<file path="src/rtl/dac_spi_tx.sv">
// rtl/dac_spi_tx.sv - serial DAC transmitter framing DDS samples into 12-bit SPI words
//
// Purpose: accepts DATA_W-bit samples on din/din_valid, frames each as
// {din, 2'b00} (MSB first) and shifts it out on cs_n/sclk/sdo. Samples that
// arrive while a frame is in flight are dropped, never queued.
//
// Parameters:
//   CLK_DIV  clk cycles per sclk half-period (2..255)
//   DATA_W   sample width; frame width is DATA_W+2
//
// Ports:
//   clk         system clock, rising edge
//   rst         asynchronous active-high reset
//   din         sample from the DDS stage
//   din_valid   sample strobe
//   ready       high only while idle; din_valid && ready accepts a sample
//   busy        inverse of ready
//   frame_done  one-cycle pulse when cs_n returns high
//   cs_n        DAC chip select, active low
//   sclk        serial clock, idle low
//   sdo         serial data to DAC DIN
//   drop_cnt    (only with DAC_SPI_DROP_CNT_EN) saturating count of samples
//               strobed while busy
//
// Build option: define DAC_SPI_DROP_CNT_EN to add the drop_cnt port and counter.

module dac_spi_tx #(
  parameter int CLK_DIV = 4,
  parameter int DATA_W  = 10
) (
  input  logic              clk,
  input  logic              rst,
  input  logic [DATA_W-1:0] din,
  input  logic              din_valid,
  output logic              ready,
  output logic              busy,
  output logic              frame_done,
  output logic              cs_n,
  output logic              sclk,
  output logic              sdo
`ifdef DAC_SPI_DROP_CNT_EN
  ,
  output logic [15:0]       drop_cnt
`endif
);

  localparam int         FW        = DATA_W + 2;
  localparam logic [7:0] DIV_LAST  = 8'(CLK_DIV - 1);
  localparam logic [3:0] BITS_LAST = 4'(FW);

  typedef enum logic [1:0] {
    IDLE  = 2'd0,
    SETUP = 2'd1,
    SHIFT = 2'd2,
    HOLD  = 2'd3
  } state_t;

  state_t        state_q;
  logic [FW-1:0] shift_q;
  logic [7:0]    div_q;
  logic [3:0]    bit_cnt_q;
  logic          ready_q;
  logic          busy_q;
  logic          frame_done_q;
  logic          cs_n_q;
  logic          sclk_q;
  logic          sdo_q;
  logic          tick;

  assign tick = (div_q == DIV_LAST);

  always_ff @(posedge clk or posedge rst) begin
    if (rst) begin
      state_q      <= IDLE;
      shift_q      <= '0;
      div_q        <= '0;
      bit_cnt_q    <= '0;
      ready_q      <= 1'b1;
      busy_q       <= 1'b0;
      frame_done_q <= 1'b0;
      cs_n_q       <= 1'b1;
      sclk_q       <= 1'b0;
      sdo_q        <= 1'b0;
    end else begin
      frame_done_q <= 1'b0;
      unique case (state_q)
        IDLE: begin
          if (din_valid) begin
            shift_q   <= {din, 2'b00};
            ready_q   <= 1'b0;
            busy_q    <= 1'b1;
            div_q     <= '0;
            bit_cnt_q <= '0;
            state_q   <= SETUP;
          end
        end
        SETUP: begin
          // First SETUP cycle only drops cs_n and presents the MSB; the
          // divider starts running on the next cycle so sdo has a full
          // CLK_DIV cycles of setup before the first rising sclk.
          if (cs_n_q) begin
            cs_n_q <= 1'b0;
            sdo_q  <= shift_q[FW-1];
          end else if (tick) begin
            div_q     <= '0;
            sclk_q    <= 1'b1;
            bit_cnt_q <= 4'd1;
            state_q   <= SHIFT;
          end else begin
            div_q <= div_q + 8'd1;
          end
        end
        SHIFT: begin
          if (tick) begin
            div_q  <= '0;
            sclk_q <= ~sclk_q;
            if (!sclk_q) begin
              bit_cnt_q <= bit_cnt_q + 4'd1;
            end else if (bit_cnt_q == BITS_LAST) begin
              // Falling edge after the last rising edge closes the frame.
              cs_n_q       <= 1'b1;
              sdo_q        <= 1'b0;
              frame_done_q <= 1'b1;
              state_q      <= HOLD;
            end else begin
              shift_q <= shift_q << 1;
              sdo_q   <= shift_q[FW-2];
            end
          end else begin
            div_q <= div_q + 8'd1;
          end
        end
        HOLD: begin
          if (tick) begin
            div_q   <= '0;
            ready_q <= 1'b1;
            busy_q  <= 1'b0;
            state_q <= IDLE;
          end else begin
            div_q <= div_q + 8'd1;
          end
        end
        default: state_q <= IDLE;
      endcase
    end
  end

  assign ready      = ready_q;
  assign busy       = busy_q;
  assign frame_done = frame_done_q;
  assign cs_n       = cs_n_q;
  assign sclk       = sclk_q;
  assign sdo        = sdo_q;

`ifdef DAC_SPI_DROP_CNT_EN
  logic [15:0] drop_cnt_q;

  always_ff @(posedge clk or posedge rst) begin
    if (rst) begin
      drop_cnt_q <= '0;
    end else if (din_valid && !ready_q && (drop_cnt_q != 16'hFFFF)) begin
      drop_cnt_q <= drop_cnt_q + 16'd1;
    end
  end

  assign drop_cnt = drop_cnt_q;
`endif

endmodule

</file>
<file path="config.mk">
export PLATFORM = sky130hd
export DESIGN_NAME = dac_spi_tx
export DESIGN_NICKNAME = d
export VERILOG_FILES = /design/src/rtl/dac_spi_tx.sv
export SDC_FILE = /design/constraint.sdc
export NUM_CORES = 1
export LEC_CHECK = 0
export ABC_AREA = 0
export BUFFER_PORTS_ARGS = -buffer_cell sky130_fd_sc_hd__buf_2
export CORE_MARGIN = 2
export CORE_UTILIZATION = 56
export DETAILED_ROUTE_END_ITERATION = 12
export MAX_ROUTING_LAYER = met4
export PLACE_DENSITY = 0.74
export SYNTH_ARGS = -nofsm -noshare
export SYNTH_HDL_FRONTEND = slang
export SYNTH_SLANG_ARGS = --single-unit
</file>
<file path="constraint.sdc">
create_clock -name clk -period 4.6 [get_ports clk]
set_input_delay 0.23 -clock clk [delete_from_list [all_inputs] [get_ports clk]]
set_output_delay 0.23 -clock clk [all_outputs]
set_load 0.1 [all_outputs]
</file>
== Word level (Yosys, flattened, before mapping) ==
Index checks and enable logic that the tools add are counted.

* Flip-flop bits (word level): 32
* Input port bits: 13
* Output and inout port bits: 6
* Word-level logic and storage cells: 87

* Add/subtract/negate cells: 2
* Eq/ne operators: 15
* Mux-type cells: 45
* Bitwise operators: 1
* Reductions and logical operators: 14

{| class="wikitable"
|+ Operators by type and width
! kind !! number
|-
| $mux 12 || 4
|-
| $mux 8 || 3
|-
| $pmux 12 s2 || 1
|-
| $pmux 8 s3 || 1
|-
| $mux 4 || 5
|-
| $ne 2x2->1 const B || 10
|-
| $mux 1 || 17
|-
| $mux 2 || 7
|-
| $pmux 4 s3 || 1
|-
| $reduce_and 4->1 || 3
|-
| $pmux 1 s2 || 5
|-
| $add 8x1->8 const B || 1
|-
| $eq 8x2->1 const B || 1
|-
| $pmux 2 s4 || 1
|-
| $reduce_and 7->1 || 1
|-
| $reduce_and 6->1 || 1
|-
| $reduce_bool 2->1 || 3
|-
| $reduce_and 5->1 || 1
|-
| $add 4x1->4 const B || 1
|-
| $eq 2x2->1 const B || 2
|-
| $eq 4x4->1 const B || 1
|-
| $reduce_and 3->1 || 1
|-
| $reduce_bool 3->1 || 1
|-
| $eq 2x1->1 const B || 1
|-
| other kinds (4) || 4
|}

== Logic depth before layout (Yosys ltp) ==
Gate-level depths: netlist (run 1).

* Depth in word-level cells: 5
* Mapped depth: 7
* Depth with buffers taken out: 6

== Worst setup path before layout (run 1) ==
OpenSTA, ideal clock, no wires.

* Kind: register to register
* From: register sclk_q, in the netlist sclk
* To: register shift_q[10]
* Setup time: 123 ps
* Data arrival time: 2093 ps
* Path slack: 2384 ps
* Cell stages (with the launch flop): 6
* Path buffers: 2
* Period minus slack after synthesis: 2216 ps
* Cells stage by stage: dfrtp_1 clkbuf_1 nand2_1 or4_4 buf_6 o221a_1

* Longest elaborated chain between the ends: 2

{| class="wikitable"
|+ Ends and longest elaborated chain
! element !! line !! source
|-
| start: declaration || 66 || <nowiki>logic sclk_q;</nowiki>
|-
| start signal: assignment || 116 || <nowiki>sclk_q <= ~sclk_q;</nowiki>
|-
| $ne 2x2->1 (no source line) || - ||
|-
| $reduce_and 5->1 (no source line) || - ||
|-
| end signal: assignment || 89 || <nowiki>shift_q <= {din, 2'b00};</nowiki>
|-
| end signal: assignment || 126 || <nowiki>shift_q <= shift_q << 1;</nowiki>
|-
| end: declaration || 59 || <nowiki>logic [FW-1:0] shift_q;</nowiki>
|}

Every way passes these cells.
A chain may end at the register's enable or synchronous reset.

== Worst setup path in the final report (run 1) ==
* From: register state_q[0]
* To: register state_q[1]

* Longest elaborated chain between the ends: 3
* Elaborated cells on any way between the ends: 13
* Classes of those cells: 10 x eq/ne; 1 x mux; 2 x reduce/logical

{| class="wikitable"
|+ Ends and longest elaborated chain
! element !! line !! source
|-
| start: declaration || 58 || <nowiki>state_t state_q;</nowiki>
|-
| start signal: assignment || 74 || <nowiki>state_q <= IDLE;</nowiki>
|-
| start signal: assignment || 94 || <nowiki>state_q <= SETUP;</nowiki>
|-
| start signal: assignment || 108 || <nowiki>state_q <= SHIFT;</nowiki>
|-
| $eq 2x2->1, or another cell as far along || 86 || <nowiki>unique case (state_q)</nowiki>
|-
| $ne 2x2->1 (no source line) || - ||
|-
| $reduce_and 7->1 (no source line) || - ||
|}

Several ways; a longest one is shown, not always the timed one.

==> run_results.csv, run 1 <==
group,metric,value,unit
status,status,"complete, no violations",
power_and_ir_drop,power.leakage,0.791,nW
cts,htree_num_levels,2,
synth,mappedNetlistArea,1700,µm²
cts,clock_tree.buffer_depth,2,
sta,min_period_over_period,51.0,%
power_and_ir_drop,power.share.combinational,49.7,%
hold_path,hold_path_class,"in2reg",
synth,synth_cell_types,41,
synth,top_cell_type_s_share_of_synthesized_area,41.2,%
cts,clock_tree.root_cell,"sky130_fd_sc_hd__clkbuf_4",
route,totalWireLength,3510,µm
power_and_ir_drop,power.density_cell_area,641,nW/µm²
synth,synthesis.area_per_instance,9.61,µm²
cts,post-cts-setup-buffer-count,0,
final_layout,layout.cells.most_common,"sky130_fd_sc_hd__dfrtp_1",
final_layout,final_cell_mix,"28 x sky130_fd_sc_hd__dfrtp_1, 18 x sky130_fd_sc_hd__buf_2, 15 x sky130_fd_sc_hd__a21oi_1, 15 x sky130_fd_sc_hd__nor2_1, 12 x sky130_fd_sc_hd__or3_1",
global_route,global_route_wire_length_before_repair,5750,µm
synth,yosysTopAreaCell,"sky130_fd_sc_hd__dfrtp_1",
final_layout,syn2layout_area_growth,9.12,%
route,drt_first_pass_iters,4,
sta,worst_slew_pin_slew,1.09,ns
job,maxCapViolCount,0,
synth,synth_enable_flop_cells,0,
cts,cts_bufs_inserted,5,
placed_design,io_buffers,18,
die,std_cell_rows,20,
cts,path_clk_slew,0.09,ns
power_and_ir_drop,share_clk_of_total_power,14.1,%
final_layout,multi_input_gate_area,875,µm²
route,antenna_violating_nets_post_route,0,
die,die_width,59.1,µm
sta,slew-limit-headroom,27.4,%
synth,synthesis.yosys.warnings,0,
global_route,grt_antenna_before_repair,0,
final_layout,proportion_of_layout_cells_with_a_drive_suffix_above_1,17.3,%
route,violation_count_after_the_first_detailed_route_iteration,60,
sta,hold_violations_final,0,
worst_setup_path,worst_ep_required_time,4.83,ns
worst_setup_path,setup.worst_path.class,"reg2reg",
power_and_ir_drop,intPower,0.637,mW
placed_design,detailed_place_hpwl,2590,µm
power_and_ir_drop,net_switching_power,0.552,mW
global_route,overflow_left_after_global_routing,0,
synth,ys_dominant_reg_cell,"sky130_fd_sc_hd__dfrtp_1",
placed_design,place.gp.congestion,0.836,
global_route,grt_max_degree,31,
cts,clkSinkCount,30,
worst_setup_path,crit_path_max_fanout,25,
sta,setup_repair_after_global_routing_missed_its_margin,"no",
final_layout,finalCoreUtilization,62.4,%
synth,synth_seq_area_share,44.3,%
cts,clkLatencyLatePin,0.34,ns
route,routed_via_density,6.07,
cts,hold_buffers,0,
final_layout,final_layout_net_count,216,
final_layout,seqCellArea,753,µm²
sta,finalSetupViolCount,0,
die,number_of_primary_i_o_pins,19,
sta,timing.final.max_slew_violations,0,
final_layout,antenna_cells,0,
sta,clock.fmax,426,MHz
cts,cts_resized,0,
synth,yosys-top-cells-area,"sky130_fd_sc_hd__dfrtp_1 41%, sky130_fd_sc_hd__o221a_1 6.0%, sky130_fd_sc_hd__ha_1 5.9%, sky130_fd_sc_hd__a21oi_1 4.4%, sky130_fd_sc_hd__or3_1 4.4%",
global_route,grt_usage,22.9,%
route,detail_route.wl_per_cell,15.3,µm
sta,totalNegativeSetupSlack,0,ns
synth,syn-instance-count,177,
cts,cts_tree,"done",
sta,post-route-min-period,2.35,ns
route,drc,0,
power_and_ir_drop,p_sw_share,46.4,%
power_and_ir_drop,max-vdd-ir-drop,0.399,mV
sta,clock-skew-final,0.00401,ns
worst_setup_path,critical_path.endpoint_type,"flop",
route,num_vias,1391,
worst_setup_path,critical_path.startpoint_type,"flop",
synth,asyncSetResetFlopFracSynth,100,%
power_and_ir_drop,p_seq_share,36.3,%
die,chipHeight,59.1,µm
global_route,vias_in_the_first_global_route,1276,
die,starting_density_of_the_core,57.1,%
die,core-area,2980,µm²
synth,synthesis.nets,198,
synth,flip_flop_and_latch_count_after_synthesis,30,
die,dieArea,3500,µm²
worst_setup_path,cp_data_arrival_time,2.57,ns
final_layout,fillers,243,
-- cell type report --
type / count / area share, %
well taps: 33 / 2.22
flip-flops and latches: 30 / 40.6
inverters: 10 / 2.02
clock inverters: 1 / 0.270
clock buffers: 7 / 2.96
repair buffers: 18 / 4.85
multi-input cells: 130 / 47.1
-- critical path, cell delays in order, from the launching register on --
cell and delay [ns]:
sky130_fd_sc_hd__dfrtp_1 0.42, sky130_fd_sc_hd__inv_1 0.10, sky130_fd_sc_hd__ha_1 0.46, sky130_fd_sc_hd__or3_1 0.47
sky130_fd_sc_hd__a221oi_1 0.41, sky130_fd_sc_hd__mux2_2 0.39
-- cells in the mapped netlist (all sizes together) (2+ instances only) --
cell and number:
and3 2, nand2b 2, xnor2 3, a21oi 15
and2 3, clkbuf 4, or3 12, nor2b 2
o41ai 2, inv 10, nand4 3, o31ai 2
buf 3, xor2 2, o21ai 10, nor4 3
ha 8, nor2 15, nand3 8, dfrtp 28
nor3 4, nand2 12, o221a 9, dfstp 2
-- per-layer routing --
layer | GRT usage, % | up-vias | share of wire (%)
met5 | - | - | 0
li1 | - | 688 | -
met4 | 9.74 | 0 | 1.6
met2 | 33.8 | 37 | 47
met1 | 29.7 | 658 | 47
met3 | 6.11 | 8 | 4.9
-- power groups by stage --
| stage | combinational, mW | sequential (mW) | clock (mW) |
|---|---|---|---|
| 2_1_floorplan | 0.411 | 0.486 | 0 |
| 3_3_place_gp | 0.556 | 0.427 | 0 |
| 3_5_place_dp | 0.585 | 0.436 | 0 |
| 4_1_cts | 0.587 | 0.430 | 0.173 |
| 5_1_grt | 0.655 | 0.442 | 0.184 |
| 6_report | 0.591 | 0.432 | 0.167 |
-- worst paths after layout --
kind / endpoint / from / depth (start not counted) / slack [ns]
setup / recovery: state_q[1] / state_q[0] / 5 / 2.25
hold reg to reg: div_q[1] / div_q[1] / 2 / 0.53
min in group asynchronous: shift_q[2] / rst / 2 / 0.15
hold / removal: shift_q[2] / din[0] / 3 / 0.11
max in group asynchronous: div_q[5] / rst / 2 / 3.79
setup reg to reg: state_q[1] / state_q[0] / 5 / 2.25
-- sequential cells by signal, summed over array words and instances (netlist names) --
signal and cells:
frame_done 1, busy 1, shift_q 10, sclk 1
div_q 8, bit_cnt_q 4, state_q 2, sdo 1
ready 1, cs_n 1
-- per-stage QoR --
step	power [mW]	instance area, µm²	setup slack, ns	hold WS (ns)	instances
6_report	1.19	1860	2.25	0.107	229
5_1_grt	1.28	1860	2.10	0.126	229
4_1_cts	1.19	1860	2.25	0.0998	229
3_5_place_dp	1.02	1800	2.24	0.460	221
3_3_place_gp	0.983	1800	2.41	0.461	221
2_1_floorplan	0.897	1700	2.38	0.319	177
-- logic make-up (layout without fill, tap and decap cells) --
logic type	count (synthesis)	in the layout	share of synthesized area (%)
AOI/OAI and AO/OA	48	48	20.0
xor gates and xnor gates	5	5	2.57
muxes	1	1	0.662
adders and majority gates	8	8	5.88
buffers and inverters	17	36	4.34
DFF	30	30	44.3
and+or+nand+nor	68	68	22.3
(Power assumes the default switching activity.)
==> run 2: changes to the inputs <==
==> constraint.sdc (replaced) <==
create_clock -name clk -period 2.2 [get_ports clk]
set_input_delay 0.11 -clock clk [delete_from_list [all_inputs] [get_ports clk]]
set_output_delay 0.11 -clock clk [all_outputs]
set_load 0.1 [all_outputs]
==> run_results.csv, run 2 (synthesized netlist as in run 1, its figures left out) <==
group,metric,value,unit
status,status,"complete, no violations",
route,totalWireLength,3960,µm
worst_setup_path,bufs_and_invs_on_worst_path,0,
sta,timing.final.max_slew_violations,0,
sta,post-route-min-period,2.05,ns
worst_setup_path,r2r_end,"shift_q[10]",
sta,min_period_over_period,93.2,%
sta,hold_violations_final,0,
final_layout,layout.cells.most_common,"sky130_fd_sc_hd__dfrtp_1",
global_route,grt_most_used_layer,"met2",
worst_setup_path,reg2reg_depth,5,
die,dieArea,3500,µm²
final_layout,syn2layout_area_growth,13.5,%
worst_setup_path,critical-path-slowest-cell,"sky130_fd_sc_hd__or4_4",
sta,slew-limit-headroom,67.8,%
sta,finalSetupViolCount,0,
sta,clock.fmax,488,MHz
cts,clock_tree.buffer_depth,2,
power_and_ir_drop,power.leakage,0.835,nW
global_route,grt_util_met3,6.33,%
global_route,met2_usage,39.0,%
final_layout,final_layout_net_count,224,
die,die_width,59.1,µm
route,routed_via_density,6.12,
die,core-area,2980,µm²
worst_setup_path,setup.worst_path.class,"reg2reg",
worst_setup_path,cp_data_arrival_time,2.29,ns
die,std_cell_rows,20,
die,chipHeight,59.1,µm
placed_design,place.gp.congestion,0.790,
hold_path,timing.hold.worst.start,"din[1]",
worst_setup_path,worst_ep_required_time,2.44,ns
final_layout,largestRegisters,"shift_q x10, div_q x8, bit_cnt_q x4",
final_layout,register_containing_the_most_flip_flops_in_the_final_layout,"shift_q",
cts,htree_num_levels,2,
power_and_ir_drop,power.density_cell_area,1330,nW/µm²
final_layout,antenna_cells,0,
power_and_ir_drop,max-vdd-ir-drop,0.800,mV
global_route,overflow_left_after_global_routing,0,
worst_setup_path,critical-path-top-delay-family,"simple AND/OR/NAND/NOR gates",
cts,cts_tree,"done",
final_layout,final_cell_mix,"27 x sky130_fd_sc_hd__dfrtp_1, 18 x sky130_fd_sc_hd__buf_2, 15 x sky130_fd_sc_hd__a21oi_1, 15 x sky130_fd_sc_hd__nor2_1, 12 x sky130_fd_sc_hd__or3_1",
worst_setup_path,critical_path.startpoint_type,"flop",
route,drt_first_pass_iters,4,
hold_path,hold_end,"shift_q[3]",
cts,clkLatencyLatePin,0.34,ns
worst_setup_path,worstSetupPathDepth,5,
cts,clock_tree.root_cell,"sky130_fd_sc_hd__clkbuf_4",
die,number_of_primary_i_o_pins,19,
worst_setup_path,critical_path.endpoint_type,"flop",
final_layout,proportion_of_layout_cells_with_a_drive_suffix_above_1,20.6,%
worst_setup_path,crit_chain,"ha_1 -> nor4b_4 -> nand2_4 -> or4_4 -> o221a_1",
route,num_vias,1451,
global_route,grt_antenna_before_repair,0,
route,violation_count_after_the_first_detailed_route_iteration,97,
route,antenna_violating_nets_post_route,0,
route,detail_route.wl_per_cell,16.7,µm
global_route,gr-usage-met1,35.6,%
sta,totalNegativeSetupSlack,0,ns
sta,worst_slew_pin_slew,0.486,ns
global_route,global_route_wire_length_before_repair,6800,µm
global_route,grt_max_degree,31,
hold_path,hold_path_class,"in2reg",
worst_setup_path,reg2reg_setup_slack,0.15,ns
cts,clkSinkCount,30,
hold_path,min_path_cells,3,
job,maxCapViolCount,0,
placed_design,detailed_place_hpwl,2820,µm
final_layout,largest_register_ff_count,10,
die,starting_density_of_the_core,57.1,%
final_layout,finalCoreUtilization,64.9,%
global_route,grt_usage,27.1,%
sta,clock-skew-final,0.00640,ns
placed_design,io_buffers,18,
global_route,vias_in_the_first_global_route,1451,
worst_setup_path,crit_path_max_fanout,9,
worst_setup_path,critPathMaxStageDelay,0.61,ns
cts,path_clk_slew,0.10,ns
route,drc,0,
cts,cts_bufs_inserted,5,
worst_setup_path,regToRegStartpoint,"div_q[0]",
sta,setup_repair_after_global_routing_missed_its_margin,"no",
-- run 2: changes by cell type in the layout (fill, tap and decap cells not counted) --
cell / before / now
sky130_fd_sc_hd__o41ai_1: 2 / 1
sky130_fd_sc_hd__and2_4: 0 / 1
sky130_fd_sc_hd__dfrtp_2: 0 / 1
sky130_fd_sc_hd__dfrtp_1: 28 / 27
sky130_fd_sc_hd__o21ai_0: 10 / 9
sky130_fd_sc_hd__o21ai_1: 0 / 1
sky130_fd_sc_hd__o41ai_2: 0 / 1
sky130_fd_sc_hd__and2_2: 1 / 0
sky130_fd_sc_hd__dlygate4sd3_1: 0 / 2
sky130_fd_sc_hd__buf_4: 0 / 6
-- run 2: final cells by class --
class	instances	area (µm²)
Sequential cell	30	754
Timing Repair Buffer	26	155
Fill cell	245	1050
Clock inverter	1	5.00
Inverter	10	37.5
Multi-Input combinational cell	130	883
Clock buffer	7	55.1
Tap cell	33	41.3
-- run 2: worst register-to-register path, cell delays in order, from the launching register on --
cell                      delay [ns]
sky130_fd_sc_hd__dfrtp_1        0.41
sky130_fd_sc_hd__ha_1           0.23
sky130_fd_sc_hd__nor4b_4        0.30
sky130_fd_sc_hd__nand2_4        0.13
sky130_fd_sc_hd__or4_4          0.61
sky130_fd_sc_hd__o221a_1        0.27
-- run 2: metrics by stage --
step	power [mW]	hold WS [ns]	worst slack, ns	instance area (µm²)	cells
after floorplan	1.88	0.199	0.205	1700	177
after global placement	2.12	0.198	0.265	1840	227
after detailed placement	2.19	0.210	0.149	1840	227
after CTS	2.56	0.0924	0.102	1920	237
after global routing	2.75	0.118	0.00878	1930	237
final	2.57	0.107	0.150	1930	237
-- run 2: power breakdown --
group / switching [mW] / total (mW) / internal [mW]
sequential: 0.180 / 0.914 / 0.734
combinational: 0.808 / 1.30 / 0.493
clock: 0.202 / 0.356 / 0.155
total: 1.19 / 2.57 / 1.38
-- run 2: routing by layer --
| layer | vias up | share of wire [%] |
|---|---|---|
| met5 | - | 0 |
| met1 | 693 | 46 |
| met2 | 40 | 48 |
| met4 | 0 | 1.9 |
| li1 | 708 | - |
| met3 | 10 | 4.8 |
-- run 2: worst max-delay path by stage --
| stage | from | to |
|---|---|---|
| 2_1_floorplan | div_q[0] | shift_q[10] |
| 3_3_place_gp | div_q[0] | shift_q[8] |
| 3_5_place_dp | div_q[0] | bit_cnt_q[3] |
| 4_1_cts | div_q[0] | bit_cnt_q[3] |
| 5_1_grt | div_q[0] | shift_q[10] |
| 6_report | div_q[0] | shift_q[10] |
-- run 2: timing repair --
action                                 4_1_cts  5_1_grt
buffers inserted                             0        0
hold buffers                                 2        0
endpoints found under the hold margin       29        0
resized for setup                            0        3
setup endpoints to repair                    0        2
==> run 3: changes to the inputs <==
--- a/config.mk
+++ b/config.mk
@@ -12,6 +12,7 @@
 export DETAILED_ROUTE_END_ITERATION = 12
 export MAX_ROUTING_LAYER = met4
 export PLACE_DENSITY = 0.74
+export RECOVER_POWER = 50
 export SYNTH_ARGS = -nofsm -noshare
 export SYNTH_HDL_FRONTEND = slang
 export SYNTH_SLANG_ARGS = --single-unit
==> constraint.sdc (replaced) <==
create_clock -name clk -period 2.4 [get_ports clk]
set_input_delay 0.12 -clock clk [delete_from_list [all_inputs] [get_ports clk]]
set_output_delay 0.12 -clock clk [all_outputs]
set_load 0.1 [all_outputs]
==> run_results.csv, run 3 (synthesized netlist as in run 1, its figures left out) <==
group,metric,value,unit
global_route,vias_in_the_first_global_route,1351,
global_route,met2_usage,37.1,%
die,std_cell_rows,20,
worst_setup_path,regToRegStartpoint,"div_q[0]",
cts,cts_bufs_inserted,5,
sta,hold_violations_final,0,
sta,timing.final.max_slew_violations,31,
final_layout,proportion_of_layout_cells_with_a_drive_suffix_above_1,16.5,%
worst_setup_path,critical_path.startpoint_type,"flop",
power_and_ir_drop,power.leakage,0.807,nW
hold_path,hold_end,"shift_q[7]",
final_layout,largest_register_ff_count,10,
status,violated_checks,"max-capacitance violations, max-slew violations",
power_and_ir_drop,power.density_cell_area,1240,nW/µm²
worst_setup_path,critPathMaxStageDelay,0.61,ns
final_layout,layout.cells.most_common,"sky130_fd_sc_hd__dfrtp_1",
die,dieArea,3500,µm²
power_and_ir_drop,max-vdd-ir-drop,0.728,mV
cts,clkLatencyLatePin,0.33,ns
worst_setup_path,critical-path-slowest-cell,"sky130_fd_sc_hd__or4_4",
final_layout,finalCoreUtilization,63.9,%
placed_design,io_buffers,18,
route,detail_route.wl_per_cell,16.4,µm
final_layout,fillers,246,
global_route,global_route_wire_length_before_repair,6270,µm
hold_path,min_path_cells,3,
cts,htree_num_levels,2,
global_route,grt_util_met3,6.33,%
route,num_vias,1470,
worst_setup_path,critical_path.endpoint_type,"flop",
die,number_of_primary_i_o_pins,19,
worst_setup_path,reg2reg_setup_slack,0.22,ns
global_route,gr-usage-met1,33.0,%
sta,finalSetupViolCount,0,
hold_path,hold_path_class,"in2reg",
final_layout,final_cell_mix,"28 x sky130_fd_sc_hd__dfrtp_1, 15 x sky130_fd_sc_hd__a21oi_1, 15 x sky130_fd_sc_hd__nor2_1, 15 x sky130_fd_sc_hd__buf_2, 12 x sky130_fd_sc_hd__or3_1",
global_route,grt_antenna_before_repair,0,
route,antenna_violating_nets_post_route,0,
global_route,grt_most_used_layer,"met2",
global_route,overflow_left_after_global_routing,0,
worst_setup_path,reg2reg_depth,5,
placed_design,detailed_place_hpwl,2710,µm
worst_setup_path,setup.worst_path.class,"reg2reg",
cts,clock_tree.root_cell,"sky130_fd_sc_hd__clkbuf_4",
worst_setup_path,crit_chain,"ha_1 -> nor4b_4 -> nand2_4 -> or4_4 -> o221a_1",
worst_setup_path,crit_path_max_fanout,9,
sta,hold_ws,0.128,ns
cts,path_clk_slew,0.10,ns
global_route,grt_max_degree,31,
route,totalWireLength,3820,µm
die,die_width,59.1,µm
route,violation_count_after_the_first_detailed_route_iteration,146,
sta,slew-limit-headroom,-3.68,%
die,core-area,2980,µm²
route,routed_via_density,6.31,
final_layout,antenna_cells,0,
sta,setup_repair_after_global_routing_missed_its_margin,"no",
job,maxCapViolCount,1,
die,starting_density_of_the_core,57.1,%
final_layout,largestRegisters,"shift_q x10, div_q x8, bit_cnt_q x4",
worst_setup_path,r2r_end,"shift_q[6]",
cts,post-cts-setup-buffer-count,0,
sta,clock-skew-final,0.00718,ns
sta,min_period_over_period,91.0,%
sta,totalNegativeSetupSlack,0,ns
placed_design,place.gp.congestion,0.874,
final_layout,multi_input_gate_area,875,µm²
status,status,"finished, violations left",
worst_setup_path,worst_ep_required_time,2.62,ns
final_layout,layout.cells.non_filler,233,
final_layout,final_layout_net_count,220,
sta,clock.fmax,458,MHz
hold_path,timing.hold.worst.start,"din[5]",
final_layout,seqCellArea,753,µm²
global_route,grt_usage,25.0,%
cts,cts_tree,"done",
sta,worst_slew_pin_slew,1.56,ns
cts,clkSinkCount,30,
die,chipHeight,59.1,µm
placed_design,place_inst,223,
cts,clock_tree.buffer_depth,2,
worst_setup_path,cp_data_arrival_time,2.40,ns
sta,post-route-min-period,2.18,ns
route,drt_first_pass_iters,4,
route,drc,0,
final_layout,register_containing_the_most_flip_flops_in_the_final_layout,"shift_q",
final_layout,syn2layout_area_growth,11.8,%
[run 3: cell types whose count changed in the layout (fill, tap and decap cells not counted), moves of 2 or more]
cell	delta
sky130_fd_sc_hd__buf_2	-3
sky130_fd_sc_hd__clkbuf_8	+2
sky130_fd_sc_hd__clkbuf_1	+3
sky130_fd_sc_hd__buf_4	-5
[run 3: area by class of cell]
cell class / instances / area share [%]
multi-input cells: 130 / 46.0
flip-flops and latches: 30 / 39.6
repair buffers: 22 / 6.18
clock buffers: 8 / 4.14
well taps: 33 / 2.17
inverters: 10 / 1.97
[run 3: stage by stage]
stage	setup slack, ns	total power, mW	cell area (µm²)
after global routing	0.0187	2.52	1900
final	0.216	2.37	1900
after detailed placement	0.267	1.97	1810
after floorplan	0.184	1.72	1700
after CTS	0.238	2.36	1910
after global placement	0.354	1.90	1810
[run 3: worst max-delay path by stage]
stage | start | end | slack [ns]
3_3_place_gp | div_q[0] | shift_q[3] | 0.35
6_report | div_q[0] | shift_q[6] | 0.22
5_1_grt | div_q[0] | bit_cnt_q[3] | 0.02
3_5_place_dp | div_q[0] | shift_q[8] | 0.27
4_1_cts | div_q[0] | shift_q[8] | 0.24
2_1_floorplan | sclk | shift_q[10] | 0.18
[run 3: per-layer routing]
metal / vias up / share of wire (%)
met3: 7 / 5.1
met1: 723 / 46
met2: 41 / 47
li1: 699 / -
met5: - / 0
met4: 0 / 1.3
[run 3: repair_timing]
action,4_1_cts,5_1_grt
endpoints found under the hold margin,29,0
gates resized for setup,0,0
hold buffers,2,0
[run 3: power breakdown]
group	internal (mW)	total, mW	switching [mW]
sequential	0.671	0.833	0.162
combinational	0.418	1.16	0.738
clock	0.200	0.377	0.177
total	1.29	2.37	1.08
[run 3: worst max-delay path, delay by kind of cell (launching register included)]
family | cells | cell delay [ns]
adder cells (fa/ha/maj) | 1 | 0.23
flip-flops | 1 | 0.42
AND/OR/NAND/NOR | 3 | 1.16
AO/OA/AOI/OAI | 1 | 0.26
